[src/rtl/st_burst_clock_gen.sv]
// ST-bus burst clock generator: each f0 falling edge opens a TX and an RX
// window, each with its own delay, burst pulse count and trailing pulses.

module st_burst_chan #(
  parameter int CNT_W     = 12,
  parameter int HALF      = 2,
  parameter int EN_TAIL   = 1,
  parameter int TRAIL_GAP = 1
) (
  input  logic             clk,
  input  logic             rst_n,
  input  logic             start,
  input  logic [CNT_W-1:0] dly,
  input  logic [CNT_W-1:0] pulses,
  input  logic [CNT_W-1:0] trail,
  output logic             en,
  output logic             clk_o,
  output logic [2:0]       state_dbg
);

  typedef enum logic [2:0] {
    IDLE  = 3'd0,
    DELAY = 3'd1,
    BURST = 3'd2,
    TAIL  = 3'd3,
    GAP   = 3'd4,
    TRAIL = 3'd5
  } state_t;

  localparam logic [CNT_W-1:0] ONE     = CNT_W'(1);
  localparam logic [CNT_W-1:0] HALF_M1 = CNT_W'(HALF - 1);
  localparam logic [CNT_W-1:0] TAIL_M1 = CNT_W'(EN_TAIL - 1);
  localparam logic [CNT_W-1:0] GAP_M1  = CNT_W'(TRAIL_GAP - 1);

  state_t           state;
  logic [CNT_W-1:0] tick_cnt;
  logic [CNT_W-1:0] pulse_cnt;
  logic [CNT_W-1:0] pulses_q;
  logic [CNT_W-1:0] trail_q;

  assign state_dbg = state;

  // tick_cnt holds the ticks left in the current state/phase; pulse_cnt the
  // pulses left after the one in progress. clk_o doubles as the phase bit.
  always_ff @(posedge clk or negedge rst_n) begin
    if (!rst_n) begin
      state     <= IDLE;
      en        <= 1'b0;
      clk_o     <= 1'b0;
      tick_cnt  <= '0;
      pulse_cnt <= '0;
      pulses_q  <= '0;
      trail_q   <= '0;
    end else if (start) begin
      // A start from any state restarts the window; en stays high throughout.
      en       <= 1'b1;
      pulses_q <= pulses;
      trail_q  <= trail;
      if (dly != '0) begin
        state    <= DELAY;
        clk_o    <= 1'b0;
        tick_cnt <= dly - ONE;
      end else begin
        state     <= BURST;
        clk_o     <= 1'b1;
        tick_cnt  <= HALF_M1;
        pulse_cnt <= pulses - ONE;
      end
    end else begin
      case (state)
        IDLE: begin
          en    <= 1'b0;
          clk_o <= 1'b0;
        end
        DELAY: begin
          if (tick_cnt != '0) begin
            tick_cnt <= tick_cnt - ONE;
          end else begin
            state     <= BURST;
            clk_o     <= 1'b1;
            tick_cnt  <= HALF_M1;
            pulse_cnt <= pulses_q - ONE;
          end
        end
        BURST: begin
          if (tick_cnt != '0) begin
            tick_cnt <= tick_cnt - ONE;
          end else if (clk_o) begin
            clk_o <= 1'b0;
            // The low half of the last burst period is absorbed into TAIL.
            if (pulse_cnt == '0) begin
              state    <= TAIL;
              tick_cnt <= TAIL_M1;
            end else begin
              tick_cnt <= HALF_M1;
            end
          end else begin
            clk_o     <= 1'b1;
            tick_cnt  <= HALF_M1;
            pulse_cnt <= pulse_cnt - ONE;
          end
        end
        TAIL: begin
          if (tick_cnt != '0) begin
            tick_cnt <= tick_cnt - ONE;
          end else begin
            en <= 1'b0;
            if (trail_q == '0) begin
              state <= IDLE;
            end else begin
              state    <= GAP;
              tick_cnt <= GAP_M1;
            end
          end
        end
        GAP: begin
          if (tick_cnt != '0) begin
            tick_cnt <= tick_cnt - ONE;
          end else begin
            state     <= TRAIL;
            clk_o     <= 1'b1;
            tick_cnt  <= HALF_M1;
            pulse_cnt <= trail_q - ONE;
          end
        end
        TRAIL: begin
          if (tick_cnt != '0) begin
            tick_cnt <= tick_cnt - ONE;
          end else if (clk_o) begin
            clk_o    <= 1'b0;
            tick_cnt <= HALF_M1;
          end else if (pulse_cnt == '0) begin
            state <= IDLE;
          end else begin
            clk_o     <= 1'b1;
            tick_cnt  <= HALF_M1;
            pulse_cnt <= pulse_cnt - ONE;
          end
        end
        default: begin
          state <= IDLE;
          en    <= 1'b0;
          clk_o <= 1'b0;
        end
      endcase
    end
  end

endmodule

module st_burst_clock_gen #(
  parameter int HALF      = 2,
  parameter int TX_DLY    = 1,
  parameter int TX_PULSES = 31,
  parameter int TX_TRAIL  = 1,
  parameter int RX_DLY    = 4,
  parameter int RX_PULSES = 32,
  parameter int RX_TRAIL  = 0,
  parameter int EN_TAIL   = 1,
  parameter int TRAIL_GAP = 1,
  parameter int CNT_W     = 12
) (
  input  logic c8,
  input  logic rst_n,
  input  logic f0,
  input  logic select,
  output logic clk_en_tx,
  output logic clk_tx,
  output logic clk_en_rx,
  output logic clk_rx,
  output logic busy,
  output logic frame_err
);

  localparam logic [2:0]       ST_IDLE    = 3'd0;
  localparam logic [CNT_W-1:0] TX_DLY_C   = CNT_W'(TX_DLY);
  localparam logic [CNT_W-1:0] TX_PULS_C  = CNT_W'(TX_PULSES);
  localparam logic [CNT_W-1:0] TX_TRAIL_C = CNT_W'(TX_TRAIL);
  localparam logic [CNT_W-1:0] RX_DLY_C   = CNT_W'(RX_DLY);
  localparam logic [CNT_W-1:0] RX_PULS_C  = CNT_W'(RX_PULSES);
  localparam logic [CNT_W-1:0] RX_TRAIL_C = CNT_W'(RX_TRAIL);

  logic       f0_q;
  logic       start_q;
  logic       sel_q;
  logic [2:0] tx_state;
  logic [2:0] rx_state;

  // start_q marks t0 one tick late so the windows open at t0+1.
  always_ff @(posedge c8 or negedge rst_n) begin
    if (!rst_n) begin
      f0_q      <= 1'b0;
      start_q   <= 1'b0;
      sel_q     <= 1'b0;
      frame_err <= 1'b0;
    end else begin
      f0_q      <= f0;
      start_q   <= f0_q & ~f0;
      if (f0_q & ~f0) sel_q <= select;
      frame_err <= start_q & busy;
    end
  end

  assign busy = (tx_state != ST_IDLE) | (rx_state != ST_IDLE);

  st_burst_chan #(
    .CNT_W(CNT_W), .HALF(HALF), .EN_TAIL(EN_TAIL), .TRAIL_GAP(TRAIL_GAP)
  ) u_tx (
    .clk      (c8),
    .rst_n    (rst_n),
    .start    (start_q),
    .dly      (sel_q ? RX_DLY_C   : TX_DLY_C),
    .pulses   (sel_q ? RX_PULS_C  : TX_PULS_C),
    .trail    (sel_q ? RX_TRAIL_C : TX_TRAIL_C),
    .en       (clk_en_tx),
    .clk_o    (clk_tx),
    .state_dbg(tx_state)
  );

  st_burst_chan #(
    .CNT_W(CNT_W), .HALF(HALF), .EN_TAIL(EN_TAIL), .TRAIL_GAP(TRAIL_GAP)
  ) u_rx (
    .clk      (c8),
    .rst_n    (rst_n),
    .start    (start_q),
    .dly      (sel_q ? TX_DLY_C   : RX_DLY_C),
    .pulses   (sel_q ? TX_PULS_C  : RX_PULS_C),
    .trail    (sel_q ? TX_TRAIL_C : RX_TRAIL_C),
    .en       (clk_en_rx),
    .clk_o    (clk_rx),
    .state_dbg(rx_state)
  );

endmodule

[config.mk]
export PLATFORM = sky130hd
export DESIGN_NAME = st_burst_clock_gen
export DESIGN_NICKNAME = d
export VERILOG_FILES = /design/src/rtl/st_burst_clock_gen.sv
export SDC_FILE = /design/constraint.sdc
export NUM_CORES = 1
export LEC_CHECK = 0
export ABC_AREA = 1
export CAP_MARGIN = 10
export CORE_UTILIZATION = 35
export CTS_CLUSTER_SIZE = 12
export DETAILED_ROUTE_END_ITERATION = 12
export MAX_ROUTING_LAYER = met4
export PLACE_DENSITY_LB_ADDON = 0.05
export REMOVE_ABC_BUFFERS = 1
export SYNTH_ARGS = -nofsm -noshare
export SYNTH_HDL_FRONTEND = slang
export SYNTH_SLANG_ARGS = --single-unit
[constraint.sdc]
create_clock -name c8 -period 2.55 [get_ports c8]
set_clock_uncertainty 0.15 [all_clocks]
set_input_delay 0.3825 -clock c8 [delete_from_list [all_inputs] [get_ports c8]]
set_output_delay 0.3825 -clock c8 [all_outputs]
set_load 0.01 [all_outputs]
# [Word level (Yosys, flattened, before mapping)]
# Index checks and enable logic that the tools add are counted.
[word_totals] in_bits=4 word_cells=210 out_inout_bits=6 regBits=110
[classes] mux=100 bitwise_logic=4 addsub=12 n_reduce_logical=30 n_eq_ne=46
[ops] operator="2-to-1 mux 12 bit" n=36
[ops] operator="case mux 12 bit (4 select lines)" n=4
[ops] operator="subtractor 12 x 1 -> 12 bit (second input constant)" n=8
[ops] operator="2-to-1 mux 3 bit" n=24
[ops] operator="!= test 3 bit (second input constant)" n=18
[ops] operator="logical NOT 12 bit" n=4
[ops] operator="nonzero test 12 bit" n=4
[ops] operator="case mux 3 bit (6 select lines)" n=2
[ops] operator="2-to-1 mux 1 bit" n=26
[ops] operator="AND reduction 10 bit" n=2
[ops] operator="nonzero test 5 bit" n=4
[ops] operator="!= test 3 x 2 -> 1 bit (second input constant)" n=6
[ops] operator="AND reduction 9 bit" n=2
[ops] operator="subtractor 6 x 1 -> 7 bit (second input constant)" n=2
[ops] operator="equality test 3 x 2 -> 1 bit (second input constant)" n=4
[ops] operator="equality test 3 bit (second input constant)" n=4
[ops] operator="2-to-1 mux 6 bit" n=2
[ops] operator="!= test 2 bit (second input constant)" n=6
[ops] operator="!= test 5 x 3 -> 1 bit (second input constant)" n=2
[ops] operator="!= test 4 x 3 -> 1 bit (second input constant)" n=2
[ops] operator="case mux 1 bit (4 select lines)" n=2
[ops] operator="AND reduction 4 bit" n=2
[ops] operator="OR reduction 4 bit" n=2
[ops] operator="subtractor 3 x 1 -> 4 bit (second input constant)" n=2
[ops] operator="other kinds (12)" n=22

# [Logic depth before layout (Yosys ltp)]
# Gate-level depths: netlist of the first run.
[depth] ltp_word=6 ltp_mapped=16 mapped_depth_nobuf=15

# [By module]
# Synthesis of the first run repeated with hierarchy kept, for this count alone.
[hier_totals] cells_unflattened=1099 area_unflattened_um2=7415.9
[modules_own_cells] module="st_burst_chan at u_tx" cells_each=543 area_per_inst_um2=3636.0 seq_area_each_um2=1326.3 n_inst=1
[modules_own_cells] module="st_burst_chan at u_rx" cells_each=539 area_per_inst_um2=3628.5 seq_area_each_um2=1326.3 n_inst=1
[modules_own_cells] module="st_burst_clock_gen" cells_each=17 area_per_inst_um2=151.4 seq_area_each_um2=100.1 n_inst=1

# [Worst setup path before layout of the first run]
# OpenSTA, ideal clock, no wires.
[synth_timing] path_type="flip-flop to flip-flop" start="register u_rx.state[0] (netlist: u_rx.state_dbg[0])" end="register u_rx.pulse_cnt[10]" arrival_ps=1781 stages_incl_launch_ff=16 path_slack_ps=502 setup_ps=117 synth_period_minus_slack_ps=2048 cell_sequence="dfrtp_1 inv_2 nand3_2 nand2_2 buf_6 nand2_2 nand2_1 nor2_1 ha_1 inv_1 nor2_1 nand2_1 nor2_1 nand3_1 nand2_1 nand2_1"
[synth_via] elab_chain_len=3
[synth_lines] item="start, declared" line="35" text="state_t state;"
[synth_lines] item="start signal, assigned" line="47" text="state <= IDLE;"
[synth_lines] item="start signal, assigned" line="60" text="state <= DELAY;"
[synth_lines] item="start signal, assigned" line="64" text="state <= BURST;"
[synth_lines] item="equality test 3 bit (tied with other cells)" line="70" text="case (state)"
[synth_lines] item="!= test 3 bit (no source line) (tied with other cells)"
[synth_lines] item="AND reduction 9 bit (no source line) / 2-to-1 mux 12 bit (equally long branches)"
[synth_lines] item="end signal, assigned" line="67" text="pulse_cnt <= pulses - ONE;"
[synth_lines] item="end signal, assigned" line="82" text="pulse_cnt <= pulses_q - ONE;"
[synth_lines] item="end signal, assigned" line="100" text="pulse_cnt <= pulse_cnt - ONE;"
[synth_lines] item="end, declared" line="37" text="logic [CNT_W-1:0] pulse_cnt;"
# Several ways; a longest one is shown, not always the timed one.
# A chain may end at the register's enable or synchronous reset.

# [Worst setup path in the final report of the first run]
[layout_timing] start="register u_rx.state[1] (netlist: u_rx.state_dbg[1])" end="output port busy"
[layout_via] elab_chain_len=2
[layout_lines] item="nonzero test 3 bit" line="204" text="assign busy = (tx_state != ST_IDLE) | (rx_state != ST_IDLE);"
[layout_lines] item="bitwise OR 1 bit" line="204"
[layout_lines] item="end, declared" line="171" text="output logic busy,"
# Every way passes these cells.

==> flow_metrics.tcl, run 1 <==
set metrics [dict create \
    htreeDepth 3 \
    cts_made_buffers 9 \
    setup_viol 0 \
    drive_above_1_share_pct 9.50 \
    critPathKind "reg2out" \
    max_slew_margin_pct 48.2 \
    dr.pass1.iters 4 \
    clockRootBuffer "clkbuf_16" \
    tightest_slew_ns 0.778 \
    yosysSeqAreaShare_pct 36.3 \
    wl_per_cell_um 12.6 \
    wl_met1_um 5190 \
    gp_congestion 0.860 \
    netlist_instances 653 \
    vias 4039 \
    io_buffers 9 \
    wl_um 10600 \
    fin_crit_sh_pct 91.4 \
    postPlaceCellArea_mm2 0.00467 \
    start_util_pct 36.3 \
    final_area_mm2 0.00501 \
    reg2reg_to "u_rx.tick_cnt[4]$_DFFE_PN0P_" \
    rr_worst_depth 8 \
    grt_pass1_vias 3825 \
    met3_length_um 418 \
    max_stage_delay_ns 0.52 \
    fin_crit_ns 2.33 \
    grt_pass1_wl_um 18500 \
    antennaDiodeCount 0 \
    cp_num_cells 3 \
    hold_violations 0 \
    overflow 0 \
    maxCapViolCount 0 \
    r2r_slack_ns 0.27 \
    die_h_um 114 \
    synth_seq_cells 64 \
    clock_latency_ns 0.34 \
    finalSetupTns_ns 0 \
    core_mm2 0.0122 \
    cts_tree "built" \
    rows 40 \
    grt_antenna_before_repair 0 \
    final_max_slew_viol_count 0 \
    die_area_mm2 0.0131 \
    status "complete, no violations" \
    slowest_stage "clkdlybuf4s50_1" \
    arrival_ns 1.80 \
    synth.avg_cell_area_um2 6.75 \
    p_leak_uw 0.00257 \
    cp.required_ns 2.02 \
    area_growth_pct 13.6 \
    final_nets 679 \
    rsz0062_at_grt "no" \
    yosysUniqueCellTypes 35 \
    first_iter_violations 223 \
    crit_family "buffers and inverters" \
    post-dp-hpwl_um 7720 \
    worst_setup_path_start_kind "flop" \
    cp-startpoint "u_rx.state_dbg[1]$_DFFE_PN0P_" \
    end_kind "primary output" \
    cp.buffers_inverters 1 \
    vias_per_cell 4.80 \
    power_density_mw_per_mm2 1320 \
    cp_max_fo 5 \
    fmax_mhz 429 \
    dr_wl_met2_um 4970 \
    reg2reg_from "u_rx.state_dbg[2]$_DFFE_PN0P_" \
    drc 0 \
    cts.clk_slew.worst_paths_ns 0.06 \
    top_layer "met4" \
    track_usage_pct 18.7 \
    hold_path_class "reg2reg" \
    path_cells "nor3_1 > nand2_1 > clkdlybuf4s50_1" \
    detail-route-antenna-nets 0 \
    grt_max_degree 29 \
    dp.cells 824 \
    crit_end "busy" \
    clock_path_buffers 2 \
    ir_worst_vdd_uv 516 \
    pin_count 10 \
    whs_ns 0.318 \
    numClockSinks 64 \
    synth_area_mm2 0.00441 \
    stdcell_count 842 \
    ys.warnings.count 0 \
    die_x_um 114 \
]
==> metrics by stage <==
step,setup slack (ns),util [%],total power (uW)
2_1_floorplan,0.0510,-,4430
4_1_cts,0.140,41.0,6680
3_5_place_dp,0.183,38.4,5340
3_3_place_gp,0.195,38.4,5320
5_1_grt,0.0262,41.2,7350
6_report,0.220,41.2,6630
==> flip-flops by register name, indices dropped and copies added, names as in the netlist, 3 cells and up <==
register	count
u_tx.state_dbg	3
u_rx.tick_cnt	12
u_rx.state_dbg	3
u_tx.tick_cnt	12
u_tx.pulse_cnt	12
u_rx.pulse_cnt	12
==> cell usage after synthesis, drive strengths merged <==
cell    count  area share, %
a21boi      1           0.17
a21oi      12            1.6
a31oi       1           0.14
buf        13            2.3
clkbuf      2           0.17
dfrtp      64             36
ha          6            1.7
inv        77            6.6
nand2     214             19
nand3      76            9.6
nand3b      2           0.34
nand4      15            2.5
nor2       84            7.9
nor3       18            2.2
nor3b       1           0.17
nor4        1           0.14
o21ai      39            4.4
o21bai      1           0.26
o22ai       3           0.43
or2         1           0.20
xnor2       4           0.79
xor2       18            3.6
==> repair_timing <==
| item | CTS | global route |
|---|---|---|
| hold buffers | 1 | 0 |
| endpoints found under the hold margin | 20 | 0 |
| setup endpoints to repair | 0 | 4 |
| resized for setup | 0 | 4 |
| buffers inserted | 0 | 1 |
==> worst reg2reg max path: cells and delay by family, from the launching register on <==
family | cells | cell delay, ns
AOI/OAI and AO/OA | 1 | 0.59
buffers and inverters | 3 | 0.54
DFF | 1 | 0.44
and+or+nand+nor | 4 | 0.44
==> metal layers <==
metal	vias to the layer above	global-route usage [%]
li1	2123	-
met1	1835	23.9
met2	77	29.2
met3	4	4.82
met4	0	5.11
met5	-	-
==> worst min path at each step <==
stage	slack, ns	depth (start not counted)	to	from
finish	0.32	2	u_tx.en$_DFFE_PN0P_	u_tx.en$_DFFE_PN0P_
global route	0.36	2	u_tx.en$_DFFE_PN0P_	u_tx.en$_DFFE_PN0P_
CTS	0.32	2	u_tx.en$_DFFE_PN0P_	u_tx.en$_DFFE_PN0P_
detailed placement	0.26	1	u_tx.tick_cnt[8]$_DFFE_PN0P_	rst_n
global placement	0.25	1	u_tx.tick_cnt[8]$_DFFE_PN0P_	rst_n
floorplan	-0.06	0	f0_q$_DFF_PN0_	rst_n
==> layout by cell type, fill, tap and decap left out, types with 8 or more instances in the layout <==
cell and instances:
a21oi_1 9, nor3_1 17, o21ai_0 32, clkbuf_16 9, nand3_1 69, nand4_1 14, inv_1 70, nor2_1 75
clkdlybuf4s50_1 8, xor2_1 18, dfrtp_1 62, buf_4 9, nand2_1 209
==> layout make-up <==
cell class / count / area [um^2]
clock inverter: 5 / 55.1
timing repair buffer: 20 / 183
tap: 168 / 210
sequential: 64 / 1600
fill: 1257 / 7150
multi-input combinational: 497 / 2420
clock buffer: 11 / 253
inverter: 77 / 289
==> kinds of logic after synthesis <==
family	share of synthesized area [%]
DFF	36.3
adders and majority gates	1.70
buffers and inverters	9.05
and+or+nand+nor	41.5
AOI/OAI and AO/OA	7.04
xor gates and xnor gates	4.37
==> power breakdown <==
part	switching (uW)	total [uW]	internal [uW]
clock network	483	1290	806
logic	2280	3530	1250
registers	392	1820	1420
total	3160	6630	3480
Note: power is estimated with default switching activity, not from simulation.
==> inputs of run 2 (changes only) <==
--- a/config.mk
+++ b/config.mk
@@ -7,7 +7,7 @@
 export LEC_CHECK = 0
 export ABC_AREA = 1
 export CAP_MARGIN = 10
-export CORE_UTILIZATION = 35
+export CORE_UTILIZATION = 33
 export CTS_CLUSTER_SIZE = 12
 export DETAILED_ROUTE_END_ITERATION = 12
 export MAX_ROUTING_LAYER = met4
==> constraint.sdc (replaced) <==
create_clock -name c8 -period 1.88 [get_ports c8]
set_clock_uncertainty 0.15 [all_clocks]
set_input_delay 0.282 -clock c8 [delete_from_list [all_inputs] [get_ports c8]]
set_output_delay 0.282 -clock c8 [all_outputs]
set_load 0.01 [all_outputs]
==> run 2 against run 1 <==
Highest routed layer unchanged. Sequential share of layout area shrank 9.1 points. The flow now finishes with violations (negative setup slack). Wire length grew 22%. Non-clock buffer count grew 148. Design area grew 40%. Global-route usage grew 0.49 points. Flip-flop and latch count is the same. Total power grew 95%. Register-to-register slack lost 0.38 ns. Count of clock-buffer cells in the layout is the same. Hold slack lost 0.035 ns.
==> flow_metrics.tcl, run 2 (same netlist as run 1, synthesis figures left out) <==
set metrics [dict create \
    status "complete, but fails checks" \
    critPathKind "reg2reg" \
    p_leak_uw 0.00346 \
    drc 0 \
    fmax_mhz 502 \
    failed_checks "negative setup slack" \
    max_stage_delay_ns 0.44 \
    hold_violations 0 \
    grt_antenna_before_repair 0 \
    fin_crit_ns 1.99 \
    fin_crit_sh_pct 106 \
    final_max_slew_viol_count 0 \
    clock_latency_ns 0.34 \
    cts.clk_slew.worst_paths_ns 0.06 \
    antennaDiodeCount 0 \
    cts_made_buffers 9 \
    grt_pass1_vias 4438 \
    power_density_mw_per_mm2 1840 \
    first_iter_violations 218 \
    postPlaceCellArea_mm2 0.00555 \
    vias_per_cell 4.70 \
    multi_input_area_mm2 0.00316 \
    wl_um 13000 \
    r2r_slack_ns -0.11 \
    rsz0062_at_grt "yes" \
    crit_family "simple AND/OR/NAND/NOR gates" \
    tightest_slew_ns 0.513 \
    overflow 0 \
    final_area_mm2 0.00703 \
    swShare_pct 45.5 \
    cp.required_ns 1.96 \
    hold_depth 1 \
    clockRootBuffer "clkbuf_16" \
    clock_path_buffers 2 \
    reg2reg_to "u_tx.pulse_cnt[6]$_DFFE_PN0P_" \
    vias 4680 \
    rows 41 \
    met1_usage_pct 24.2 \
    numClockSinks 64 \
    grt.busiest_layer "met2" \
    layout_setup_ws_ns -0.110 \
    cts_tree "built" \
    cp.buffers_inverters 3 \
    grt_max_degree 28 \
    track_usage_pct 19.2 \
    reg2reg_from "u_tx.state_dbg[1]$_DFFE_PN0P_" \
    start_util_pct 34.4 \
    setup_viol 31 \
    dr.pass1.iters 4 \
    n_fill_cell 1247 \
    post-dp-hpwl_um 8730 \
    path_common_cell "nor2_4" \
    pwr-share-seq_pct 18.4 \
    worstHoldEndpoint "f0_q$_DFF_PN0_" \
    detail-route-antenna-nets 0 \
    slowest_stage "dfrtp_2" \
    p_int_uw 7040 \
    gr-usage-met3_pct 4.07 \
    rr_worst_depth 12 \
    regArea_mm2 0.00161 \
    area_growth_pct 59.4 \
    clockPowerShare_pct 12.1 \
    hold_path_class "in2reg" \
    ir_worst_vdd_uv 680 \
    final_core_util_pct 54.8 \
    mostFrequentLayoutCell "nand2_1" \
    gp_congestion 0.813 \
    arrival_ns 2.07 \
    grt_pass1_wl_um 20800 \
    final_nets 829 \
    die_area_mm2 0.0138 \
    die_x_um 118 \
    core_mm2 0.0128 \
    htreeDepth 3 \
    cp_max_fo 4 \
    end_kind "flop" \
    max_slew_margin_pct 65.8 \
    hp-start "f0" \
    grt_use_met2_pct 30.8 \
    pin_count 10 \
    maxCapViolCount 0 \
    path_cells "buf_6 > nor2_4 > nand2_2 > nand4_4 > a21boi_4 > ha_4 > inv_2 > nor2_4 > buf_4 > nand4_1 > nand3_2 > nand2_1" \
    die_h_um 118 \
    io_buffers 9 \
    wl_per_cell_um 13.0 \
    worst_setup_path_start_kind "flop" \
    layout_common_cells "nand2_1 (169), buf_4 (127), dfrtp_1 (57)" \
    drive_above_1_share_pct 45.1 \
    p_sw_uw 5870 \
    combPwrFrac_pct 69.4 \
    finalPower_uw 12900 \
]
[run 2: changes by cell type in the layout (fill, tap and decap cells not counted), moves of 15 or more]
cell     change
nor2_1      -27
nand2_1     -40
nand3_1     -27
inv_2       +19
nand3_2     +20
buf_4      +118
buf_6       +26
o21ai_0     -22
nor2_4      +20
inv_1       -24
o21ai_2     +15
nand2_2     +34
[run 2: worst max path at each step]
| stage | startpoint | to | slack [ns] | depth (start not counted) |
|---|---|---|---|---|
| 6_report | u_tx.state_dbg[1]$_DFFE_PN0P_ | u_tx.pulse_cnt[6]$_DFFE_PN0P_ | -0.11 | 12 |
| 4_1_cts | u_tx.state_dbg[0]$_DFFE_PN0P_ | u_tx.pulse_cnt[5]$_DFFE_PN0P_ | -0.06 | 10 |
| 3_5_place_dp | u_tx.state_dbg[0]$_DFFE_PN0P_ | u_tx.pulse_cnt[10]$_DFFE_PN0P_ | -0.17 | 10 |
| 5_1_grt | u_rx.state_dbg[1]$_DFFE_PN0P_ | u_rx.pulse_cnt[10]$_DFFE_PN0P_ | -0.25 | 13 |
| 2_1_floorplan | start_q$_DFF_PN0_ | u_rx.pulse_cnt[3]$_DFFE_PN0P_ | -0.62 | 8 |
| 3_3_place_gp | u_tx.state_dbg[0]$_DFFE_PN0P_ | u_tx.pulse_cnt[10]$_DFFE_PN0P_ | -0.13 | 10 |
[run 2: stage by stage]
| stage | instances | setup slack, ns | hold WS (ns) | setup TNS (ns) |
|---|---|---|---|---|
| after floorplan | 638 | -0.619 | -0.164 | -18.93 |
| after global placement | 941 | -0.134 | 0.140 | -1.55 |
| after detailed placement | 941 | -0.170 | 0.138 | -2.25 |
| after CTS | 966 | -0.0625 | 0.272 | -0.538 |
| after global routing | 996 | -0.249 | 0.280 | -5.73 |
| final | 996 | -0.110 | 0.283 | -1.56 |
[run 2: area by class of cell]
type | instances | area share (%)
timing repair inverter | 1 | 0.160
timing repair buffer | 168 | 20.6
tap | 172 | 3.06
clock inverter | 5 | 0.463
multi-input combinational | 498 | 45.0
inverter | 77 | 4.34
clock buffer | 11 | 3.45
sequential | 64 | 22.9
[run 2: what timing repair did]
| action | in CTS | in global routing |
|---|---|---|
| gates resized for setup | 72 | 205 |
| hold buffers | 1 | 0 |
| pin swaps | 27 | 61 |
| gates cloned | 2 | 3 |
| setup buffers | 7 | 29 |
| setup endpoints to repair | 51 | 57 |
| endpoints found under the hold margin | 16 | 0 |
[run 2: per-layer routing]
| layer | wire length, um | up-vias |
|---|---|---|
| met4 | 85 | 0 |
| met3 | 262 | 6 |
| met2 | 6500 | 36 |
| li1 | - | 2433 |
| met5 | 0 | - |
| met1 | 6140 | 2205 |
[run 2: power by group through the flow]
stage | clock, uW | combinational [uW] | sequential, uW
global placement | 0 | 6440 | 2310
CTS | 1630 | 7160 | 2310
floorplan | 0 | 3640 | 2370
detailed placement | 0 | 6470 | 2310
finish | 1570 | 8960 | 2380
global route | 1690 | 9890 | 2460
==> inputs of run 3 (changes only) <==
--- a/config.mk
+++ b/config.mk
@@ -13,6 +13,7 @@
 export MAX_ROUTING_LAYER = met4
 export PLACE_DENSITY_LB_ADDON = 0.05
 export REMOVE_ABC_BUFFERS = 1
+export SKIP_LAST_GASP = 1
 export SYNTH_ARGS = -nofsm -noshare
 export SYNTH_HDL_FRONTEND = slang
 export SYNTH_SLANG_ARGS = --single-unit
==> constraint.sdc (replaced) <==
create_clock -name c8 -period 1.88 [get_ports c8]
set_clock_uncertainty 0.15 [all_clocks]
set_input_delay 0.282 -clock c8 [delete_from_list [all_inputs] [get_ports c8]]
set_output_delay 0.282 -clock c8 [all_outputs]
set_load 0.1 [all_outputs]
==> run 3 against run 2 <==
The run still ends with negative setup slack left. Flip-flop and latch count is the same. Non-clock buffer count is 5 higher. Wire length rose by 6.7%. Total power up 9.0%. Critical path type unchanged. Largest cell class unchanged. Highest routed layer unchanged.
==> flow_metrics.tcl, run 3 (same netlist as run 1, synthesis figures left out) <==
set metrics [dict create \
    rr_worst_depth 13 \
    post-dp-hpwl_um 8530 \
    start_util_pct 34.4 \
    gr-usage-met3_pct 2.76 \
    fin_crit_ns 2.04 \
    fmax_mhz 490 \
    final_nets 834 \
    pin_count 10 \
    vias 4776 \
    detail-route-antenna-nets 0 \
    hold_violations 0 \
    vias_per_cell 4.78 \
    drc 0 \
    mostFrequentLayoutCell "nand2_1" \
    clock_latency_ns 0.34 \
    die_area_mm2 0.0138 \
    overflow 0 \
    grt_antenna_before_repair 0 \
    gp_congestion 0.816 \
    hold_path_class "in2reg" \
    regArea_mm2 0.00161 \
    end_kind "flop" \
    dr.pass1.iters 5 \
    wl_per_cell_um 13.9 \
    hp-start "f0" \
    first_iter_violations 244 \
    arrival_ns 2.11 \
    reg2reg_to "u_rx.pulse_cnt[10]$_DFFE_PN0P_" \
    cp_max_fo 5 \
    max_slew_margin_pct 74.2 \
    maxCapViolCount 0 \
    hold_depth 1 \
    grt_pass1_vias 4406 \
    slowest_stage "dfrtp_2" \
    n_fill_cell 1169 \
    rsz0062_at_grt "yes" \
    p_leak_uw 0.00360 \
    wl_um 13900 \
    critPathKind "reg2reg" \
    finalSetupTns_ns -1.89 \
    cts.clk_slew.worst_paths_ns 0.06 \
    multi_input_area_mm2 0.00329 \
    met1_usage_pct 25.2 \
    drive_above_1_share_pct 47.0 \
    worst_setup_path_start_kind "flop" \
    path_cells "nor2_1 > nand2_1 > nand4_1 > inv_2 > nor2_4 > ha_4 > inv_2 > nor2_4 > nand2_4 > nor2_4 > nand3_2 > nand2_1 > nand2_1" \
    area_growth_pct 65.7 \
    failed_checks "negative setup slack" \
    cts_made_buffers 9 \
    clock_path_buffers 2 \
    grt_max_degree 65 \
    r2r_slack_ns -0.16 \
    tightest_slew_ns 0.386 \
    fin_crit_sh_pct 109 \
    worstHoldEndpoint "f0_q$_DFF_PN0_" \
    htreeDepth 3 \
    cp.required_ns 1.95 \
    dp_slack_ns -0.175 \
    cts_tree "built" \
    layout_common_cells "nand2_1 (155), buf_4 (125), dfrtp_1 (58)" \
    antennaDiodeCount 0 \
    core_mm2 0.0128 \
    grt.busiest_layer "met2" \
    reg2reg_from "u_rx.state_dbg[0]$_DFFE_PN0P_" \
    layout_setup_ws_ns -0.160 \
    grt_use_met2_pct 30.1 \
    io_buffers 9 \
    final_max_slew_viol_count 0 \
    clockRootBuffer "clkbuf_16" \
    rows 41 \
    setup_viol 27 \
    die_x_um 118 \
    power_density_mw_per_mm2 1930 \
    ir_worst_vdd_uv 965 \
    numClockSinks 64 \
    max_stage_delay_ns 0.45 \
    die_h_um 118 \
    grt_pass1_wl_um 20800 \
    track_usage_pct 19.2 \
    status "complete, but fails checks" \
]
run 3: per-layer routing:
layer | share of wire (%) | up-vias
li1 | - | 2434
met1 | 47 | 2277
met2 | 49 | 46
met3 | 2.1 | 19
met4 | 1.8 | 0
met5 | 0 | -
run 3: how the worst max path moves through the flow:
| stage | start | to | slack [ns] | depth (start not counted) |
|---|---|---|---|---|
| 3_3_place_gp | u_rx.state_dbg[0]$_DFFE_PN0P_ | u_rx.pulse_cnt[6]$_DFFE_PN0P_ | -0.16 | 13 |
| 2_1_floorplan | start_q$_DFF_PN0_ | u_rx.pulse_cnt[3]$_DFFE_PN0P_ | -0.63 | 8 |
| 4_1_cts | u_rx.state_dbg[1]$_DFFE_PN0P_ | u_rx.pulse_cnt[10]$_DFFE_PN0P_ | -0.08 | 14 |
| 3_5_place_dp | u_tx.state_dbg[0]$_DFFE_PN0P_ | u_tx.pulse_cnt[4]$_DFFE_PN0P_ | -0.18 | 10 |
| 6_report | u_rx.state_dbg[0]$_DFFE_PN0P_ | u_rx.pulse_cnt[10]$_DFFE_PN0P_ | -0.16 | 13 |
| 5_1_grt | u_rx.state_dbg[0]$_DFFE_PN0P_ | u_rx.pulse_cnt[10]$_DFFE_PN0P_ | -0.25 | 13 |
run 3: per-stage QoR:
step                total power (uW)  utilization, %  instance area (um^2)  instances  hold WS, ns
floorplan                       6350               -                  4300        638       -0.164
global placement                9220            43.8                  5610        941        0.187
detailed placement              9270            43.8                  5610        941        0.202
CTS                            11700            48.5                  6220        970        0.280
global route                   15100            57.0                  7300       1000        0.294
finish                         14100            57.0                  7300       1000        0.282
run 3: final cells by class:
class / count / share of cell area, %
multi-input combinational: 498 / 45.0
timing repair inverter: 1 / 0.154
inverter: 77 / 4.37
tap: 172 / 2.95
timing repair buffer: 173 / 21.5
clock inverter: 4 / 0.617
sequential: 64 / 22.0
clock buffer: 11 / 3.32
run 3: power by group:
| part | leakage [uW] | switching, uW | internal [uW] |
|---|---|---|---|
| clock | 0.000145 | 657 | 1050 |
| combinational | 0.00264 | 5430 | 4520 |
| sequential | 0.000811 | 473 | 1940 |
| total | 0.00360 | 6560 | 7510 |
run 3: critical path: cells and delay by family, from the launching register on:
family | cells | cell delay (ns)
buf+inv | 2 | 0.12
flops | 1 | 0.45
simple gates | 10 | 1.05
fa+ha+maj | 1 | 0.14
run 3: what timing repair did:
action,CTS,global route
buffers inserted,12,32
hold buffers,1,0
setup endpoints to repair,47,57
pin swaps,15,90
resized for setup,61,243
endpoints found under the hold margin,64,0
cloned,1,5
